File: src/rtl/mem_config_pkg.sv
// Memory geometry shared by the scan controller and the memories around it.
package mem_config_pkg;

    localparam int ADDR_WIDTH = 16;
    localparam int DATA_WIDTH = 8;

endpackage

File: src/rtl/sobel_config_pkg.sv
// Image geometry defaults, controller state encoding and window slot helpers.
package sobel_config_pkg;

    localparam int IMG_W      = 64;
    localparam int IMG_H      = 48;
    localparam int WIN_SLOTS  = 9;
    localparam int FETCH_LAST = 9;

    typedef enum logic [2:0] {
        ST_IDLE,
        ST_SELECT,
        ST_FETCH,
        ST_ISSUE,
        ST_WAIT_RES,
        ST_WRITE,
        ST_DONE
    } sobel_state_e;

    function automatic logic [1:0] slot_row(input logic [3:0] k);
        return 2'(k / 4'd3);
    endfunction

    function automatic logic [1:0] slot_col(input logic [3:0] k);
        return 2'(k % 4'd3);
    endfunction

endpackage

File: src/rtl/sobel_scan_ctrl_if.sv
// Bus bundle between the scan controller, its two memories and the Sobel core.
interface sobel_scan_ctrl_if;
    import mem_config_pkg::*;

    logic [ADDR_WIDTH-1:0]   in_addr_o;
    logic                    in_wr_en_o;
    logic [DATA_WIDTH-1:0]   in_data_i;

    // A window moves only on a cycle where win_valid_o && win_ready_i; while
    // valid is high without ready, win_o is held stable and valid stays high.
    logic                    win_valid_o;
    logic                    win_ready_i;
    logic [9*DATA_WIDTH-1:0] win_o;

    logic                    res_valid_i;
    logic [DATA_WIDTH-1:0]   res_data_i;

    logic [ADDR_WIDTH-1:0]   out_addr_o;
    logic                    out_wr_en_o;
    logic [DATA_WIDTH-1:0]   out_data_o;

    modport master (
        output in_addr_o, in_wr_en_o,
        input  in_data_i,
        output win_valid_o, win_o,
        input  win_ready_i,
        input  res_valid_i, res_data_i,
        output out_addr_o, out_wr_en_o, out_data_o
    );

    modport slave (
        input  in_addr_o, in_wr_en_o,
        output in_data_i,
        input  win_valid_o, win_o,
        output win_ready_i,
        output res_valid_i, res_data_i,
        input  out_addr_o, out_wr_en_o, out_data_o
    );

endinterface

File: src/rtl/sobel_window_buf.sv
// Nine-slot capture register for one 3x3 neighbourhood, exposed as a flat vector.
module sobel_window_buf
    import sobel_config_pkg::*;
#(
    parameter int DATA_WIDTH = mem_config_pkg::DATA_WIDTH
) (
    input  logic                           clk_i,
    input  logic                           rst_i,
    input  logic                           wr_en_i,
    input  logic [3:0]                     wr_idx_i,
    input  logic [DATA_WIDTH-1:0]          wr_data_i,
    output logic [WIN_SLOTS*DATA_WIDTH-1:0] win_o
);

    logic [DATA_WIDTH-1:0] slot_q [WIN_SLOTS];

    always_ff @(posedge clk_i) begin
        if (rst_i) begin
            for (int k = 0; k < WIN_SLOTS; k++) begin
                slot_q[k] <= '0;
            end
        end else if (wr_en_i && (wr_idx_i < 4'(WIN_SLOTS))) begin
            slot_q[wr_idx_i] <= wr_data_i;
        end
    end

    always_comb begin
        win_o = '0;
        for (int k = 0; k < WIN_SLOTS; k++) begin
            win_o[k*DATA_WIDTH +: DATA_WIDTH] = slot_q[k];
        end
    end

endmodule

File: src/rtl/sobel_scan_ctrl.sv
// Sobel frame scanner: walks the image in raster order, gathers each interior
// 3x3 neighbourhood, hands it to the core and writes one result per pixel.
module sobel_scan_ctrl
    import sobel_config_pkg::*;
    import mem_config_pkg::*;
#(
    parameter int IMG_W = sobel_config_pkg::IMG_W,
    parameter int IMG_H = sobel_config_pkg::IMG_H
) (
    input  logic              clk_i,
    input  logic              rst_i,
    input  logic              start_i,
    output logic              busy_o,
    output logic              done_o,
    output sobel_state_e      dbg_state_o,
    sobel_scan_ctrl_if.master bus
);

    localparam logic [ADDR_WIDTH-1:0] W_A    = ADDR_WIDTH'(IMG_W);
    localparam logic [ADDR_WIDTH-1:0] X_LAST = ADDR_WIDTH'(IMG_W - 1);
    localparam logic [ADDR_WIDTH-1:0] Y_LAST = ADDR_WIDTH'(IMG_H - 1);

    if ((IMG_W < 3) || (IMG_H < 3) ||
        (longint'(IMG_W) * longint'(IMG_H) > (longint'(1) << ADDR_WIDTH))) begin : g_bad_cfg
        $error("sobel_scan_ctrl: image geometry does not fit ADDR_WIDTH or is below 3x3");
    end

    sobel_state_e          state_q, state_d;
    logic [ADDR_WIDTH-1:0] x_q, x_d, y_q, y_d;
    logic [3:0]            k_q, k_d;
    logic [DATA_WIDTH-1:0] res_q, res_d;

    logic                  is_border;
    logic [ADDR_WIDTH-1:0] fetch_row, fetch_col, fetch_addr, pix_addr;
    logic                  cap_en;
    logic [3:0]            cap_idx;

    assign is_border = (x_q == '0) || (x_q == X_LAST) || (y_q == '0) || (y_q == Y_LAST);

    // Neighbourhood offsets only apply to interior pixels, so the -1 never wraps when used.
    assign fetch_row  = y_q + ADDR_WIDTH'(slot_row(k_q)) - ADDR_WIDTH'(1);
    assign fetch_col  = x_q + ADDR_WIDTH'(slot_col(k_q)) - ADDR_WIDTH'(1);
    assign fetch_addr = fetch_row * W_A + fetch_col;
    assign pix_addr   = y_q * W_A + x_q;

    // Read data lags the address by one cycle, so slot k lands on FETCH cycle k+1.
    assign cap_en  = (state_q == ST_FETCH) && (k_q != 4'd0);
    assign cap_idx = k_q - 4'd1;

    sobel_window_buf #(
        .DATA_WIDTH(DATA_WIDTH)
    ) u_window_buf (
        .clk_i     (clk_i),
        .rst_i     (rst_i),
        .wr_en_i   (cap_en),
        .wr_idx_i  (cap_idx),
        .wr_data_i (bus.in_data_i),
        .win_o     (bus.win_o)
    );

    always_ff @(posedge clk_i) begin
        if (rst_i) begin
            state_q <= ST_IDLE;
            x_q     <= '0;
            y_q     <= '0;
            k_q     <= '0;
            res_q   <= '0;
        end else begin
            state_q <= state_d;
            x_q     <= x_d;
            y_q     <= y_d;
            k_q     <= k_d;
            res_q   <= res_d;
        end
    end

    always_comb begin
        state_d         = state_q;
        x_d             = x_q;
        y_d             = y_q;
        k_d             = k_q;
        res_d           = res_q;
        bus.in_addr_o   = '0;
        bus.win_valid_o = 1'b0;
        bus.out_addr_o  = '0;
        bus.out_wr_en_o = 1'b0;
        bus.out_data_o  = '0;

        unique case (state_q)
            ST_IDLE: begin
                if (start_i) begin
                    x_d     = '0;
                    y_d     = '0;
                    state_d = ST_SELECT;
                end
            end
            ST_SELECT: begin
                k_d = '0;
                if (is_border) begin
                    res_d   = '0;
                    state_d = ST_WRITE;
                end else begin
                    state_d = ST_FETCH;
                end
            end
            ST_FETCH: begin
                if (k_q < 4'(FETCH_LAST)) begin
                    bus.in_addr_o = fetch_addr;
                end
                if (k_q == 4'(FETCH_LAST)) begin
                    state_d = ST_ISSUE;
                end else begin
                    k_d = k_q + 4'd1;
                end
            end
            ST_ISSUE: begin
                bus.win_valid_o = 1'b1;
                if (bus.win_ready_i) begin
                    state_d = ST_WAIT_RES;
                end
            end
            ST_WAIT_RES: begin
                if (bus.res_valid_i) begin
                    res_d   = bus.res_data_i;
                    state_d = ST_WRITE;
                end
            end
            ST_WRITE: begin
                bus.out_wr_en_o = 1'b1;
                bus.out_addr_o  = pix_addr;
                bus.out_data_o  = res_q;
                if (x_q == X_LAST) begin
                    x_d = '0;
                    if (y_q == Y_LAST) begin
                        state_d = ST_DONE;
                    end else begin
                        y_d     = y_q + ADDR_WIDTH'(1);
                        state_d = ST_SELECT;
                    end
                end else begin
                    x_d     = x_q + ADDR_WIDTH'(1);
                    state_d = ST_SELECT;
                end
            end
            ST_DONE: begin
                state_d = ST_IDLE;
            end
            default: begin
                state_d = ST_IDLE;
            end
        endcase
    end

    assign bus.in_wr_en_o = 1'b0;
    assign busy_o         = (state_q != ST_IDLE);
    assign done_o         = (state_q == ST_DONE);
    assign dbg_state_o    = state_q;

endmodule

File: src/flat_wrapper.sv
// flat-port wrapper written by rule: the top's interface ports become plain ports
module sobel_scan_ctrl_flat import sobel_config_pkg::*; import mem_config_pkg::*;
#(
    parameter int IMG_W = sobel_config_pkg::IMG_W,
    parameter int IMG_H = sobel_config_pkg::IMG_H
)
  (clk_i, rst_i, start_i, busy_o, done_o, dbg_state_o, bus_in_addr_o, bus_in_wr_en_o, bus_in_data_i, bus_win_valid_o, bus_win_o, bus_win_ready_i, bus_res_valid_i, bus_res_data_i, bus_out_addr_o, bus_out_wr_en_o, bus_out_data_o);
  sobel_scan_ctrl_if bus_i ();
  input  logic clk_i;
  input  logic rst_i;
  input  logic start_i;
  output logic busy_o;
  output logic done_o;
  output sobel_state_e dbg_state_o;
  output wire logic [$bits(bus_i.in_addr_o)-1:0] bus_in_addr_o;
  output wire logic [$bits(bus_i.in_wr_en_o)-1:0] bus_in_wr_en_o;
  input wire logic [$bits(bus_i.in_data_i)-1:0] bus_in_data_i;
  output wire logic [$bits(bus_i.win_valid_o)-1:0] bus_win_valid_o;
  output wire logic [$bits(bus_i.win_o)-1:0] bus_win_o;
  input wire logic [$bits(bus_i.win_ready_i)-1:0] bus_win_ready_i;
  input wire logic [$bits(bus_i.res_valid_i)-1:0] bus_res_valid_i;
  input wire logic [$bits(bus_i.res_data_i)-1:0] bus_res_data_i;
  output wire logic [$bits(bus_i.out_addr_o)-1:0] bus_out_addr_o;
  output wire logic [$bits(bus_i.out_wr_en_o)-1:0] bus_out_wr_en_o;
  output wire logic [$bits(bus_i.out_data_o)-1:0] bus_out_data_o;
  assign bus_in_addr_o = bus_i.in_addr_o;
  assign bus_in_wr_en_o = bus_i.in_wr_en_o;
  assign bus_i.in_data_i = bus_in_data_i;
  assign bus_win_valid_o = bus_i.win_valid_o;
  assign bus_win_o = bus_i.win_o;
  assign bus_i.win_ready_i = bus_win_ready_i;
  assign bus_i.res_valid_i = bus_res_valid_i;
  assign bus_i.res_data_i = bus_res_data_i;
  assign bus_out_addr_o = bus_i.out_addr_o;
  assign bus_out_wr_en_o = bus_i.out_wr_en_o;
  assign bus_out_data_o = bus_i.out_data_o;
  sobel_scan_ctrl #(.IMG_W(IMG_W), .IMG_H(IMG_H)) u_core (.clk_i(clk_i), .rst_i(rst_i), .start_i(start_i), .busy_o(busy_o), .done_o(done_o), .dbg_state_o(dbg_state_o), .bus(bus_i));
endmodule
File: config.mk
export PLATFORM = sky130hd
export DESIGN_NAME = sobel_scan_ctrl_flat
export DESIGN_NICKNAME = d
export VERILOG_FILES = /design/src/rtl/mem_config_pkg.sv /design/src/rtl/sobel_config_pkg.sv /design/src/rtl/sobel_scan_ctrl_if.sv /design/src/rtl/sobel_window_buf.sv /design/src/rtl/sobel_scan_ctrl.sv /design/src/flat_wrapper.sv
export SDC_FILE = /design/constraint.sdc
export NUM_CORES = 1
export LEC_CHECK = 0
export CAP_MARGIN = 20
export CORE_ASPECT_RATIO = 0.6
export CORE_MARGIN = 2
export CORE_UTILIZATION = 25
export CTS_CLUSTER_SIZE = 25
export DETAILED_ROUTE_END_ITERATION = 8
export MAX_ROUTING_LAYER = met4
export PLACE_DENSITY = 0.42
export SETUP_SLACK_MARGIN = 0.2
export SLEW_MARGIN = 20
export SYNTH_ARGS = -nofsm -noshare
export SYNTH_HDL_FRONTEND = slang
export SYNTH_SLANG_ARGS = --single-unit
File: constraint.sdc
create_clock -name clk_i -period 12.7 [get_ports clk_i]
set_input_delay 1.905 -clock clk_i [delete_from_list [all_inputs] [get_ports clk_i]]
set_output_delay 1.905 -clock clk_i [all_outputs]
set_load 0.03 [all_outputs]
==> summary.txt, run 1 <==
Status
  • Outcome: finished, final reports clean

GRT
  • Gr usage total: about 16%
  • Number of global-route vias before repair: 5863
  • Largest net degree at the start of global routing: 47
  • First-pass GRT wire length: 35800 µm
  • Initial antenna violation count: 2
  • Grt ovf: 0

Setup path
  • CP max stage cell: clkdlybuf4s50_1
  • Worst path arrival time: between 6000 and 7000 ps
  • R2r startpoint: u_core.dbg_state_o[1]
  • Cells on worst reg2reg path: 8
  • Worst R2R End: u_core.y_q[15]
  • WP data required: between 10000 and 15000 ps
  • Cell mode on critical path: ha_1
  • Worst Setup Start Kind: flip-flop
  • Crit path kind: flip-flop to output pin
  • CP Capture Type: output pin
  • Crit-path max cell delay: 680 ps
  • Worst Path Max Fanout: 9
  • Reg2Reg Setup Slack: 9930 ps

Synth
  • Netlist cell types: between 50 and 60
  • Yosys warns: 0
  • Syn nets: roughly 900
  • Mapped Cells: between 700 and 800
  • Yosys top cell area share: 29.0%
  • Asr flop ratio synth: 0%
  • Synth area leaders: edfxtp_1, ha_1, dfxtp_1
  • Sequential fraction of the synthesis area: 41.7%
  • Synthesized area: 7440 µm²
  • Most common cell in the synthesized netlist: nor2_1
  • Dominant cell type by area after synthesis: edfxtp_1
  • Main synth FF type: edfxtp_1
  • Syn Area/Cell: 9.45 µm²
  • Register bit count reported by yosys: 119
  • EDFF count, synth: 72
  • Synth top cells by count: nor2_1, ha_1, inv_1, edfxtp_1, and3_1

Worst hold path
  • Hold wc startpoint: u_core.res_q[4]
  • Hold EP: u_core.res_q[4]
  • Hold crit path type: flip-flop to flip-flop
  • Hold path cells: 2

Power
  • Sw frac: 25.5%
  • Internal: 739 µW
  • P_leak: 4.09 nW
  • Clock power frac: 46.3%
  • Final Power: around 1000 µW
  • PD cells: 101 nW/µm²
  • Sequential power share: 42.8%
  • Peak VDD IR: 0.0634 mV
  • Switching pwr: 253 µW
  • Combinational cell fraction of total power: about 11%

STA
  • Fmax achieved: 122 MHz
  • Worst slew pin tran: a little under 1000 ps
  • Final Slew Violations: 0
  • Setup violators final: 0
  • Final Cycle Share: ~64%
  • Skew final: 7.95 ps
  • Max transition margin: between 30% and 40%
  • Sum Neg Setup Slack: 0 ps
  • Post-layout min period: a little over 8000 ps
  • Final Hold Viols: 0
  • RSZ-0062 raised after global routing: no

Floorplan
  • Total die area: 31200 µm²
  • Initial Utilization: between 20 and 30%
  • Die Span X: approximately 230 µm
  • DIE HEIGHT: 138 µm
  • FP Rows: 48
  • Core area: about 29000 µm²
  • I/O Pins: roughly 140

Place
  • HPWL after detailed placement: 17500 µm
  • Port Buffers: 139
  • Gpl congestion: between 0.8 and 0.9
  • Placed cell count: about 1300

Cells and area
  • Synthesis-to-layout area growth: 32.3%
  • Layout cell share with drive strength beyond 1: 5.54%
  • Non-filler instance count after layout: 1342
  • Util after Layout: 34.0%
  • Layout Nets: about 1000

Clock network
  • Setup bufs post-CTS: 0
  • Clock root buffer: clkbuf_16
  • Clock-pin slew on the worst setup and hold paths: 60 ps
  • CTS tree: built
  • Hold-fix buffers at CTS: 0
  • CTS resizes: 0
  • TritonCTS Sinks: 119
  • Clk_lat worst skew: 430 ps
  • CTS buffer count: 17
  • Clk buf depth: 2
  • # H-tree levels: 4

Job
  • Max-cap violations: 0

Drt
  • Number of DRC markers in iteration 0: 461
  • Routed vias: 6113
  • Remaining DRCs: 0
  • Antenna Nets Post-Route: 0
  • Drt wl/cell: 17.5 µm
  • Vias per cell: 4.56
  • DR pass1 iterations: 6
  • Aggregate routed wire length: 23400 µm
-- placed cells by master (no fill, tap or decap), types with 14 or more instances in the layout --
cell             count
a21oi_1             45
and2_1              27
and3_1              63
clkbuf_16           17
clkdlybuf4s50_1    138
dfxtp_1             47
edfxtp_1            72
ha_1                76
inv_1               73
nand2_1             29
nand3_1             27
nor2_1              81
nor3_1              19
o21ai_0             33
xnor2_1             27
xor2_1              14
-- metal layers --
layer	vias up	global-route usage, %	share of wire [%]
li1	3068	-	-
met1	2882	25.1	58
met2	146	18.9	36
met3	17	3.97	5.0
met4	0	3.91	0.90
met5	-	-	0
-- logic make-up (layout without fill, tap and decap cells) --
logic type | Yosys count | after routing | share of synthesized area (%)
mux | 4 | 4 | 0.572
simple gates | 302 | 302 | 22.1
compound gates | 141 | 141 | 12.1
xor+xnor | 41 | 41 | 4.82
flops | 119 | 119 | 41.7
other cells | 1 | 4 | 0.0504
buf+inv | 101 | 252 | 5.14
fa+ha+maj | 79 | 79 | 13.6
-- stage by stage --
stage               instance area [µm²]  hold WS [ps]  setup slack (ps)
finish                             9850           470              4540
global route                       9840           498              4090
CTS                                9840           475              4520
detailed placement                 9290           467              5020
global placement                   9290           455              5140
floorplan                          7440           445              5770
-- cell type report --
cell class / instances / area [µm²]
antenna: 3 / 7.51
clock buffer: 19 / 433
clock inverter: 13 / 113
fill: 3013 / 19200
inverter: 73 / 274
multi-input combinational: 568 / 3970
sequential: 119 / 3100
tap: 400 / 500
timing repair buffer: 147 / 1450
-- registers in the layout, summed over array words and instances, names as in the netlist --
name	cells
u_core.k_q	4
u_core.res_q	8
u_core.u_window_buf.slot_q	72
u_core.x_q	16
u_core.dbg_state_o	3
u_core.y_q	16
-- power by group through the flow --
stage | combinational, mW | sequential, mW | clock [mW]
after global placement | 0.110 | 0.432 | 0
after detailed placement | 0.109 | 0.432 | 0
after global routing | 0.118 | 0.425 | 0.489
after CTS | 0.110 | 0.424 | 0.470
after floorplan | 0.0454 | 0.448 | 0
final | 0.109 | 0.424 | 0.459
-- worst max path at each step --
stage                              from           endpoint  slack [ps]
after floorplan           u_core.k_q[2]  bus_in_addr_o[15]        5770
after global placement    u_core.k_q[2]  bus_in_addr_o[15]        5140
after detailed placement  u_core.k_q[2]  bus_in_addr_o[15]        5020
after CTS                 u_core.k_q[2]  bus_in_addr_o[15]        4520
after global routing      u_core.k_q[2]  bus_in_addr_o[15]        4090
final                     u_core.k_q[2]  bus_in_addr_o[15]        4540
-- worst max-delay path: cells and delay by family, from the launching register on --
family | cells | cell delay [ps]
AO/OA/AOI/OAI | 6 | 1000
XOR/XNOR | 3 | 430
adder cells (fa/ha/maj) | 8 | 1950
buffers and inverters | 5 | 880
flip-flops | 1 | 500
AND/OR/NAND/NOR | 6 | 1040
Power figures use the tool's default switching activity.
==> inputs of run 2 (changes only) <==
==> constraint.sdc (replaced) <==
create_clock -name clk_i -period 8.45 [get_ports clk_i]
set_input_delay 1.2675 -clock clk_i [delete_from_list [all_inputs] [get_ports clk_i]]
set_output_delay 1.2675 -clock clk_i [all_outputs]
set_load 0.03 [all_outputs]
==> run 2 against run 1 <==
First-iteration DRC count rose by 17%. Setup slack lost 3600 ps. Die area unchanged. Total power grew 52%. Clock skew up 1.1 ps.
==> summary.txt, run 2 (synthesized netlist as in run 1, its figures left out) <==
Status
  • Outcome: finished, final reports clean

STA
  • RSZ-0062 raised after global routing: no
  • Worst slew pin tran: 986 ps
  • Fmax achieved: between 100 and 150 MHz
  • Setup violators final: 0
  • Final Cycle Share: 88.8%
  • Max transition margin: between 30 and 40%
  • Skew final: 9.08 ps
  • Sum Neg Setup Slack: 0 ps
  • Post-layout min period: 7500 ps
  • Final Hold Viols: 0
  • Final Slew Violations: 0
  • Hold WS: 469 ps

Drt
  • Routed vias: 6083
  • Antenna Nets Post-Route: 0
  • DR pass1 iterations: 5
  • Drt wl/cell: between 15 and 20 µm
  • Number of DRC markers in iteration 0: 540
  • Remaining DRCs: 0
  • Aggregate routed wire length: 23300 µm
  • Vias per cell: between 4 and 5

Floorplan
  • Total die area: 31200 µm²
  • I/O Pins: 141
  • Die Span X: 227 µm
  • Core area: between 20000 and 30000 µm²
  • Initial Utilization: 25.7%
  • FP Rows: 48
  • DIE HEIGHT: 138 µm

Setup path
  • CP max stage cell: clkdlybuf4s50_1
  • CP delay by family, top: adder cells
  • Worst Path Max Fanout: 9
  • WP data required: just over 7000 ps
  • Crit path kind: flip-flop to output pin
  • CP Capture Type: output pin
  • WP buf/inv: 5
  • Worst Setup Start Kind: flip-flop
  • Worst path arrival time: about 6200 ps
  • Cell mode on critical path: ha_1
  • Crit-path max cell delay: 680 ps

Clock network
  • Clk_lat worst skew: 430 ps
  • Setup bufs post-CTS: 0
  • Clk buf depth: 2
  • CTS resizes: 0
  • CTS tree: built
  • # H-tree levels: 4
  • Hold-fix buffers at CTS: 0
  • Clock-pin slew on the worst setup and hold paths: ~60 ps
  • Clock root buffer: clkbuf_16
  • CTS buffer count: 17
  • TritonCTS Sinks: 119

Cells and area
  • Most frequent cells in the layout: clkdlybuf4s50_1, nor2_1, ha_1
  • Top Registers: u_core.u_window_buf.slot_q: 72 flops, u_core.x_q: 16 flops, u_core.y_q: 16 flops
  • Util after Layout: between 30% and 40%
  • Layout Nets: 1026
  • Max FFs per register: ~70
  • Biggest register: u_core.u_window_buf.slot_q
  • Synthesis-to-layout area growth: 32.5%
  • Commonest non-fill, non-tap cell in the layout: clkdlybuf4s50_1
  • Cell area after layout: 9860 µm²
  • Layout cell share with drive strength beyond 1: a little over 6%

Worst hold path
  • Hold crit path type: flip-flop to flip-flop

Place
  • Cell Area, Placed: approximately 9300 µm²
  • Gpl congestion: 0.814
  • Port Buffers: 139
  • HPWL after detailed placement: 17400 µm

GRT
  • Initial antenna violation count: 1
  • First-pass GRT wire length: 35600 µm
  • Grt ovf: 0
  • Gr usage total: 15.8%
  • Number of global-route vias before repair: ~5800
  • Largest net degree at the start of global routing: 47

Job
  • Max-cap violations: 0

Power
  • PD cells: 153 nW/µm²
  • P_leak: 4.09 nW
  • Peak VDD IR: 0.0959 mV
## run 2: cell count changes in the layout (fill, tap and decap cells not counted), sizes merged
cell | previous run | this run
diode | 3 | 2
clkbuf | 19 | 18
clkinvlp | 2 | 5
clkinv | 9 | 6
inv | 73 | 74
## run 2: worst paths after layout
kind	endpoint	depth (start not counted)	slack [ps]	start
worst max-delay path	bus_in_addr_o[15]	28	950	u_core.k_q[2]
worst min-delay path	u_core.res_q[3]	2	470	u_core.res_q[3]
worst max register to register	u_core.y_q[15]	8	5700	u_core.x_q[3]
worst min register to register	u_core.res_q[3]	2	470	u_core.res_q[3]
## run 2: report_power, final
group          internal (mW)  switching, mW  total (mW)
logic                 0.0575          0.107       0.164
registers              0.628        0.00904       0.637
clock network          0.429          0.278       0.707
## run 2: metrics by stage
step	instances	power (mW)	setup WS (ps)
after floorplan	788	0.741	2160
after global placement	1307	0.814	1530
after detailed placement	1307	0.813	1430
after CTS	1339	1.53	932
after global routing	1340	1.57	447
final	1341	1.51	948
## run 2: worst min-delay path, stage by stage, from the launching register on
cell and delay, ps:
dfxtp_1 300, o21ai_0 60, a21oi_1 60
## run 2: layout make-up
cell class              instances  area, µm²
fillers                      3020      19100
multi-input cells             568       3970
flip-flops and latches        119       3100
repair buffers                147       1450
well taps                     400        500
clock buffers                  18        429
inverters                      73        274
clock inverters                14        134
diodes                          2       5.00
## run 2: layer usage
metal  up-vias  GRT usage (%)  wire length [µm]
li1       3066              -                 -
met1      2838           25.5             13700
met2       159           18.4              8180
met3        20           3.35              1150
met4         0           4.28               239
met5         -              -                 0
